===== src/rtl/cs_req_scheduler.sv =====
// Round-robin front end for the computational-storage command port: clears the
// array after reset, then issues one requester command per cycle and routes read returns.
module cs_req_scheduler #(
  parameter int NUM_REQ    = 2,
  parameter int ADDR_W     = 8,
  parameter int DATA_W     = 16,
  parameter int RD_LAT     = 0,
  parameter int INIT_CLEAR = 1
) (
  input  logic                       clk,
  input  logic                       reset,
  input  logic [NUM_REQ-1:0]         req_valid,
  output logic [NUM_REQ-1:0]         req_ready,
  input  logic [2*NUM_REQ-1:0]       req_op,
  input  logic [ADDR_W*NUM_REQ-1:0]  req_addA,
  input  logic [ADDR_W*NUM_REQ-1:0]  req_addB,
  input  logic [ADDR_W*NUM_REQ-1:0]  req_addC,
  input  logic [DATA_W*NUM_REQ-1:0]  req_wdata,
  output logic [NUM_REQ-1:0]         rsp_valid,
  output logic [DATA_W-1:0]          rsp_data,
  output logic [1:0]                 cs_cmd,
  output logic [ADDR_W-1:0]          cs_addA,
  output logic [ADDR_W-1:0]          cs_addB,
  output logic [ADDR_W-1:0]          cs_addC,
  output logic [DATA_W-1:0]          cs_dq_out,
  output logic                       cs_dq_oe,
  input  logic [DATA_W-1:0]          cs_dq_in,
  output logic                       busy
);

  localparam int ID_W = (NUM_REQ > 2) ? 2 : 1;
  localparam logic [ADDR_W-1:0] LAST_ADDR = '1;
  localparam logic [1:0] OP_RD = 2'd0;
  localparam logic [1:0] OP_WR = 2'd1;

  typedef enum logic {ST_INIT, ST_RUN} state_t;
  localparam state_t RST_STATE = (INIT_CLEAR != 0) ? ST_INIT : ST_RUN;

  state_t              state, state_nxt;
  logic [ADDR_W-1:0]   cnt, cnt_nxt;
  logic [ID_W-1:0]     rr_ptr;
  logic                grant_vld;
  logic [ID_W-1:0]     grant_id;
  logic                accept;
  logic [1:0]          sel_op;
  logic [ADDR_W-1:0]   sel_a, sel_b, sel_c;
  logic [DATA_W-1:0]   sel_wdata;
  logic                tag_vld_p [0:RD_LAT];
  logic [ID_W-1:0]     tag_id_p  [0:RD_LAT];

  function automatic logic [ID_W-1:0] wrap_inc(input logic [ID_W-1:0] base, input int k);
    int s;
    s = int'(base) + k;
    if (s >= NUM_REQ) s = s - NUM_REQ;
    return s[ID_W-1:0];
  endfunction

  function automatic logic [NUM_REQ-1:0] id_onehot(input logic [ID_W-1:0] id);
    logic [NUM_REQ-1:0] v;
    v = '0;
    for (int i = 0; i < NUM_REQ; i++)
      if (id == ID_W'(i)) v[i] = 1'b1;
    return v;
  endfunction

  always_ff @(posedge clk or negedge reset) begin
    if (!reset) begin
      state <= RST_STATE;
      cnt   <= '0;
    end else begin
      state <= state_nxt;
      cnt   <= cnt_nxt;
    end
  end

  always_comb begin
    state_nxt = state;
    cnt_nxt   = cnt;
    busy      = 1'b0;
    case (state)
      ST_INIT: begin
        busy    = 1'b1;
        cnt_nxt = cnt + ADDR_W'(1);
        if (cnt == LAST_ADDR) state_nxt = ST_RUN;
      end
      default: ;
    endcase
  end

  // Arbitration: first valid requester at or after rr_ptr, with wrap
  always_comb begin
    logic [ID_W-1:0] cand;
    grant_vld = 1'b0;
    grant_id  = '0;
    cand      = '0;
    for (int k = 0; k < NUM_REQ; k++) begin
      cand = wrap_inc(rr_ptr, k);
      if (!grant_vld && req_valid[cand]) begin
        grant_vld = 1'b1;
        grant_id  = cand;
      end
    end
  end

  // reset is folded in so the grant is withheld while reset is held, whatever the state
  assign accept    = grant_vld && (state == ST_RUN) && reset;
  assign req_ready = accept ? id_onehot(grant_id) : '0;

  always_comb begin
    sel_op    = '0;
    sel_a     = '0;
    sel_b     = '0;
    sel_c     = '0;
    sel_wdata = '0;
    for (int i = 0; i < NUM_REQ; i++) begin
      if (grant_id == ID_W'(i)) begin
        sel_op    = req_op[2*i +: 2];
        sel_a     = req_addA[ADDR_W*i +: ADDR_W];
        sel_b     = req_addB[ADDR_W*i +: ADDR_W];
        sel_c     = req_addC[ADDR_W*i +: ADDR_W];
        sel_wdata = req_wdata[DATA_W*i +: DATA_W];
      end
    end
  end

  always_ff @(posedge clk or negedge reset) begin
    if (!reset) rr_ptr <= '0;
    else if (accept) rr_ptr <= wrap_inc(grant_id, 1);
  end

  // Stage p0: command register toward storage
  always_ff @(posedge clk or negedge reset) begin
    if (!reset) begin
      cs_cmd    <= '0;
      cs_addA   <= '0;
      cs_addB   <= '0;
      cs_addC   <= '0;
      cs_dq_out <= '0;
      cs_dq_oe  <= 1'b0;
    end else if (state == ST_INIT) begin
      cs_cmd    <= OP_WR;
      cs_addA   <= '0;
      cs_addB   <= '0;
      cs_addC   <= cnt;
      cs_dq_out <= '0;
      cs_dq_oe  <= 1'b1;
    end else if (accept) begin
      cs_cmd    <= sel_op;
      cs_addA   <= sel_a;
      cs_addB   <= sel_b;
      cs_addC   <= sel_c;
      cs_dq_out <= (sel_op == OP_WR) ? sel_wdata : '0;
      cs_dq_oe  <= (sel_op == OP_WR);
    end else begin
      cs_cmd    <= OP_RD;
      cs_addA   <= '0;
      cs_addB   <= '0;
      cs_addC   <= '0;
      cs_dq_out <= '0;
      cs_dq_oe  <= 1'b0;
    end
  end

  // Stages p0..pRD_LAT: read tag follows the command until storage data is valid
  always_ff @(posedge clk or negedge reset) begin
    if (!reset) begin
      for (int k = 0; k <= RD_LAT; k++) begin
        tag_vld_p[k] <= 1'b0;
        tag_id_p[k]  <= '0;
      end
    end else begin
      tag_vld_p[0] <= accept && (sel_op == OP_RD);
      tag_id_p[0]  <= grant_id;
      for (int k = 1; k <= RD_LAT; k++) begin
        tag_vld_p[k] <= tag_vld_p[k-1];
        tag_id_p[k]  <= tag_id_p[k-1];
      end
    end
  end

  // Response stage: capture DQ and strobe the owning requester
  always_ff @(posedge clk or negedge reset) begin
    if (!reset) begin
      rsp_valid <= '0;
      rsp_data  <= '0;
    end else begin
      rsp_valid <= tag_vld_p[RD_LAT] ? id_onehot(tag_id_p[RD_LAT]) : '0;
      if (tag_vld_p[RD_LAT]) rsp_data <= cs_dq_in;
    end
  end

endmodule


===== config.mk =====
export PLATFORM = sky130hd
export DESIGN_NAME = cs_req_scheduler
export DESIGN_NICKNAME = d
export VERILOG_FILES = /design/src/rtl/cs_req_scheduler.sv
export SDC_FILE = /design/constraint.sdc
export NUM_CORES = 1
export LEC_CHECK = 0
export BUFFER_PORTS_ARGS = -buffer_cell sky130_fd_sc_hd__buf_2
export CAP_MARGIN = 10
export CORE_ASPECT_RATIO = 2
export CORE_UTILIZATION = 30
export CTS_CLUSTER_SIZE = 24
export DETAILED_ROUTE_END_ITERATION = 6
export SETUP_SLACK_MARGIN = 0.02
export SLEW_MARGIN = 20
export SYNTH_ARGS = -nofsm -noshare
export SYNTH_HDL_FRONTEND = slang
export SYNTH_SLANG_ARGS = --single-unit

===== constraint.sdc =====
create_clock -name clk -period 4.52 [get_ports clk]
set_clock_uncertainty 0.2 [all_clocks]
set_input_delay 0.678 -clock clk [delete_from_list [all_inputs] [get_ports clk]]
set_output_delay 0.678 -clock clk [all_outputs]
set_load 0.03 [all_outputs]

; ---- After elaboration in Yosys (flattened, before gate mapping)
; Cells that the tools add are included.
; Widths: inputs -> output; s select.
[op_classes]
add_sub_neg = 6
order_cmp = 5
n_eq_ne = 2
mux = 38
reduce_logical = 6
[ops]
columns = operator, count
row1 = $mux 8, 9
row2 = $mux 16, 4
row3 = $mux 1, 20
row4 = $mux 2, 5
row5 = $add 8x1->8 const B, 1
row6 = $eq 8x8->1 const B, 1
row7 = $add 1x1->2 const B, 2
row8 = $ge 2x2->1 const B, 2
row9 = $logic_and 1x1->1, 4
row10 = $lt 1x2->1 const B, 2
row11 = $sub 1x1->1 const B, 3
row12 = $eq 2x1->1 const B, 1
row13 = $ge 1x2->1 const B, 1
row14 = $logic_not 2->1, 1
row15 = $logic_not 1->1, 1
[word_totals]
regBits = 73
in_bits = 104
output_inout_bits = 64
elab_cells = 70

; ---- Longest topological paths before layout
[depth]
ltp_word = 13
ltp_mapped = 7
depth_no_buf = 5

; ---- Worst setup path after synthesis
; Ideal clock, no wire load.
[synth_timing]
kind = input to output
from = input port reset
to = output port req_ready[0]
arrival_time_ns = 1.324
required_ns = 3.642
slack_ns = 2.318
stages = 4
n_path_buf = 2
path_cell_list = nand3_1 > a21oi_2 > buf_2 > buf_6
[synth_via]
elab_chain_len = 2
[synth_lines]
columns = element, line
row1 = start: declaration, 11  ; input logic reset,
row2 = $logic_and 1x1->1, 106  ; assign accept = grant_vld && (state == ST_RUN) && reset;
row3 = $mux 2, 107  ; assign req_ready = accept ? id_onehot(grant_id) : '0;
row4 = end: declaration, 13  ; output logic [NUM_REQ-1:0] req_ready,
; No other way between the ends.

; ---- Worst setup path in the final report
[layout_timing]
from = input port req_valid[0]
to = output port req_ready[1]
[layout_via]
elab_chain_len = 9
word_cells_on_any_way = 14
cone_classes = mux: 10 / reduce/logical: 4
[layout_lines]
columns = element, line
row1 = start: declaration, 12  ; input logic [NUM_REQ-1:0] req_valid,
row2 = $mux 1 (implied by the code) (2 in a row), 98  ; if (!grant_vld && req_valid[cand]) begin
row3 = $mux 1, 98
row4 = $logic_not 1->1, 98
row5 = $logic_and 1x1->1, 98
row6 = $mux 1, 98
row7 = $logic_and 1x1->1 (2 in a row), 106
row8 = $mux 2 *, 107
; Mark *: on every way between the ends. The rest lies on a longest branch, timed or not. The select of a mux whose other input is x is not followed.

==> metrics.cfg <==
[run_status]
status=finished, final reports clean

[place]
place_inst=485
io_buffers=167
gp_congestion=0.751
placed_area_um2=3800
dp_hpwl_um=5780

[timing]
worst_pin_slew_ps=1120
layout_min_cycle_time_ps=3120
hold_viol=0
fin_setup_tns_ps=0
min_period_over_period=0.690
rsz0062_at_grt=false
maxSlewViolCount=0
finalSetupViolCount=0
max_slew_margin=0.252
fin_hold_ws_ps=18.4
fmax_mhz=320

[synthesis]
post-synth-top-area-fraction=0.624
synth-edff-count=0
synth_most_common_cell=dfrtp_1
yosysTopAreaCell=dfrtp_1
syn-mean-instance-area_um2=12.7
synthTopCellsByCount=dfrtp_1, nand3_1, a21oi_1, mux2_2, a22o_1
synth_area_um2=2930
synth_nets=335
yosys_warnings=0
synth_area_leaders=dfrtp_1, mux2_2, nand3_1, a22o_1, a21oi_1
ys_types=30
ys_seq_area_frac=0.624
ys_seq_elements=73
syn_inst=230
async_flop_share=1.00
synth_flop_cell=dfrtp_1

[worst_setup_path]
r2r_setup_slack_ps=2300
r2r_end=cs_addC[2]
arrival_ps=2240
end_kind=primary output
crit_required_ps=3640
r2r_start=rr_ptr
r2r_cells=5
start_kind=input port
critPathKind=input port to primary output
crit_fanout=25

[drt]
firstDrtPassIters=5
wl_per_cell_um=15.3
route.antenna.remaining_nets=0
num_vias=2452
drt_iter0_drc=66
via_per_inst=4.89
routed_wl_um=7670
drc=0

[global_routing]
grt_use_total=0.156
met1_usage=0.167
grt_pass1_wl_um=12100
grt_util_met3=0.0327
busiest_layer=met2
gr-total-overflow=0
grtUsageMet2=0.283
antenna_found_initial=0
grt_max_degree=58
grt_pass1_vias=2446

[floorplan]
die_x_um=71.8
die_h_um=142
io_pins=168
placementRows=50
dieArea_um2=10200
initial_core_util=0.312
core-area_um2=9380

[final_layout]
antenna_cells=0
ff_latch_area_um2=1830
multi_input_area_um2=977
num-fill-cells=907
synthToLayoutAreaGrowth_pct=39.5
layout.cells.non_filler=501
fin_nets=497
drive_gt1_frac=0.524
stdcell_area_um2=4080

[clocking]
htree_levels=3
clockBufferDepth=2
ctsResizeCount=0
post_cts_buffers=0
cts_root_buf=clkbuf_16
clk_latency_ps=320
path_clk_slew_ps=60
ctsHoldBuffers=0
cts_tree=built
cts_buffers=9
clock-sinks=73

[job]
drv_cap=0

[power_and_ir_drop]
fin_total_pwr_mw=1.38
vdd_drop_max_v=0.000225
leakagePower_nw=2.22
power_density_nw_per_um2=339

[min_path]
worst_hold_path_type=input port to async pin

[flip-flops by register name (all words and copies together) (netlist names), 2 cells and up]
| register | cells |
|---|---|
| cs_addB | 8 |
| rsp_valid | 2 |
| cs_addC | 8 |
| cs_cmd | 2 |
| cnt | 8 |
| cs_dq_out | 16 |
| rsp_data | 16 |
| cs_addA | 8 |
[how the worst max path moves through the flow]
stage	end	cells past startpoint	slack [ps]	from
after global placement	req_ready[1]	6	1430	req_valid[0]
after CTS	req_ready[1]	6	1380	req_valid[0]
after floorplan	req_ready[0]	4	2320	reset
after detailed placement	req_ready[1]	6	1400	req_valid[0]
after global routing	req_ready[1]	5	1300	rr_ptr
final	req_ready[1]	6	1400	req_valid[0]
[through the flow]
step	util	setup slack, ps
6_report	0.435	1400
5_1_grt	0.435	1300
4_1_cts	0.435	1380
3_5_place_dp	0.405	1400
3_3_place_gp	0.405	1430
2_1_floorplan	-	2320
[placed cells by master (no fill, tap or decap), types with 3 or more instances in the layout]
cell,synthesis,routed
buf_2,10,166
dfrtp_1,73,73
nand3_1,36,36
a21oi_1,18,18
mux2_2,17,17
a22o_1,16,16
and2_1,9,9
clkbuf_16,0,9
a221o_1,8,8
xnor2_1,5,5
nor2b_1,4,4
nand2_1,4,4
buf_4,2,4
clkinvlp_4,0,3
[worst max-delay path, cell delays in order]
cell and delay, ps:
buf_2 130, nand2b_4 70, nand2_2 260, inv_2 390, and3_4 430, buf_2 260
[layout make-up]
class / instances / share of cell area
Clock buffer: 9 / 0.0552
Clock inverter: 7 / 0.0132
Inverter: 2 / 0.00184
Multi-Input combinational cell: 136 / 0.239
Sequential cell: 73 / 0.448
Tap cell: 104 / 0.0319
Timing Repair Buffer: 170 / 0.211
[power breakdown]
part | internal, mW | switching, mW
clock | 0.375 | 0.277
sequential | 0.654 | 0.000263
combinational | 0.0371 | 0.0405
total | 1.07 | 0.318
[metal layers]
| layer | up-vias | routed length, µm | share of wire |
|---|---|---|---|
| met5 | - | 0 | 0 |
| met4 | 0 | 220 | 0.029 |
| met3 | 18 | 425 | 0.055 |
| met2 | 112 | 4270 | 0.56 |
| met1 | 1175 | 2750 | 0.36 |
| li1 | 1147 | - | - |
[cells by family (layout without fill, tap and decap cells)]
group	Yosys count	after routing	share of synthesized area
compound gates	47	47	0.118
xor+xnor	7	7	0.0210
fa+ha+maj	1	1	0.00428
buf+inv	21	188	0.0415
flops	73	73	0.624
mux	19	19	0.0723
simple gates	62	62	0.119
No activity file was read; power rests on OpenSTA's default activity.
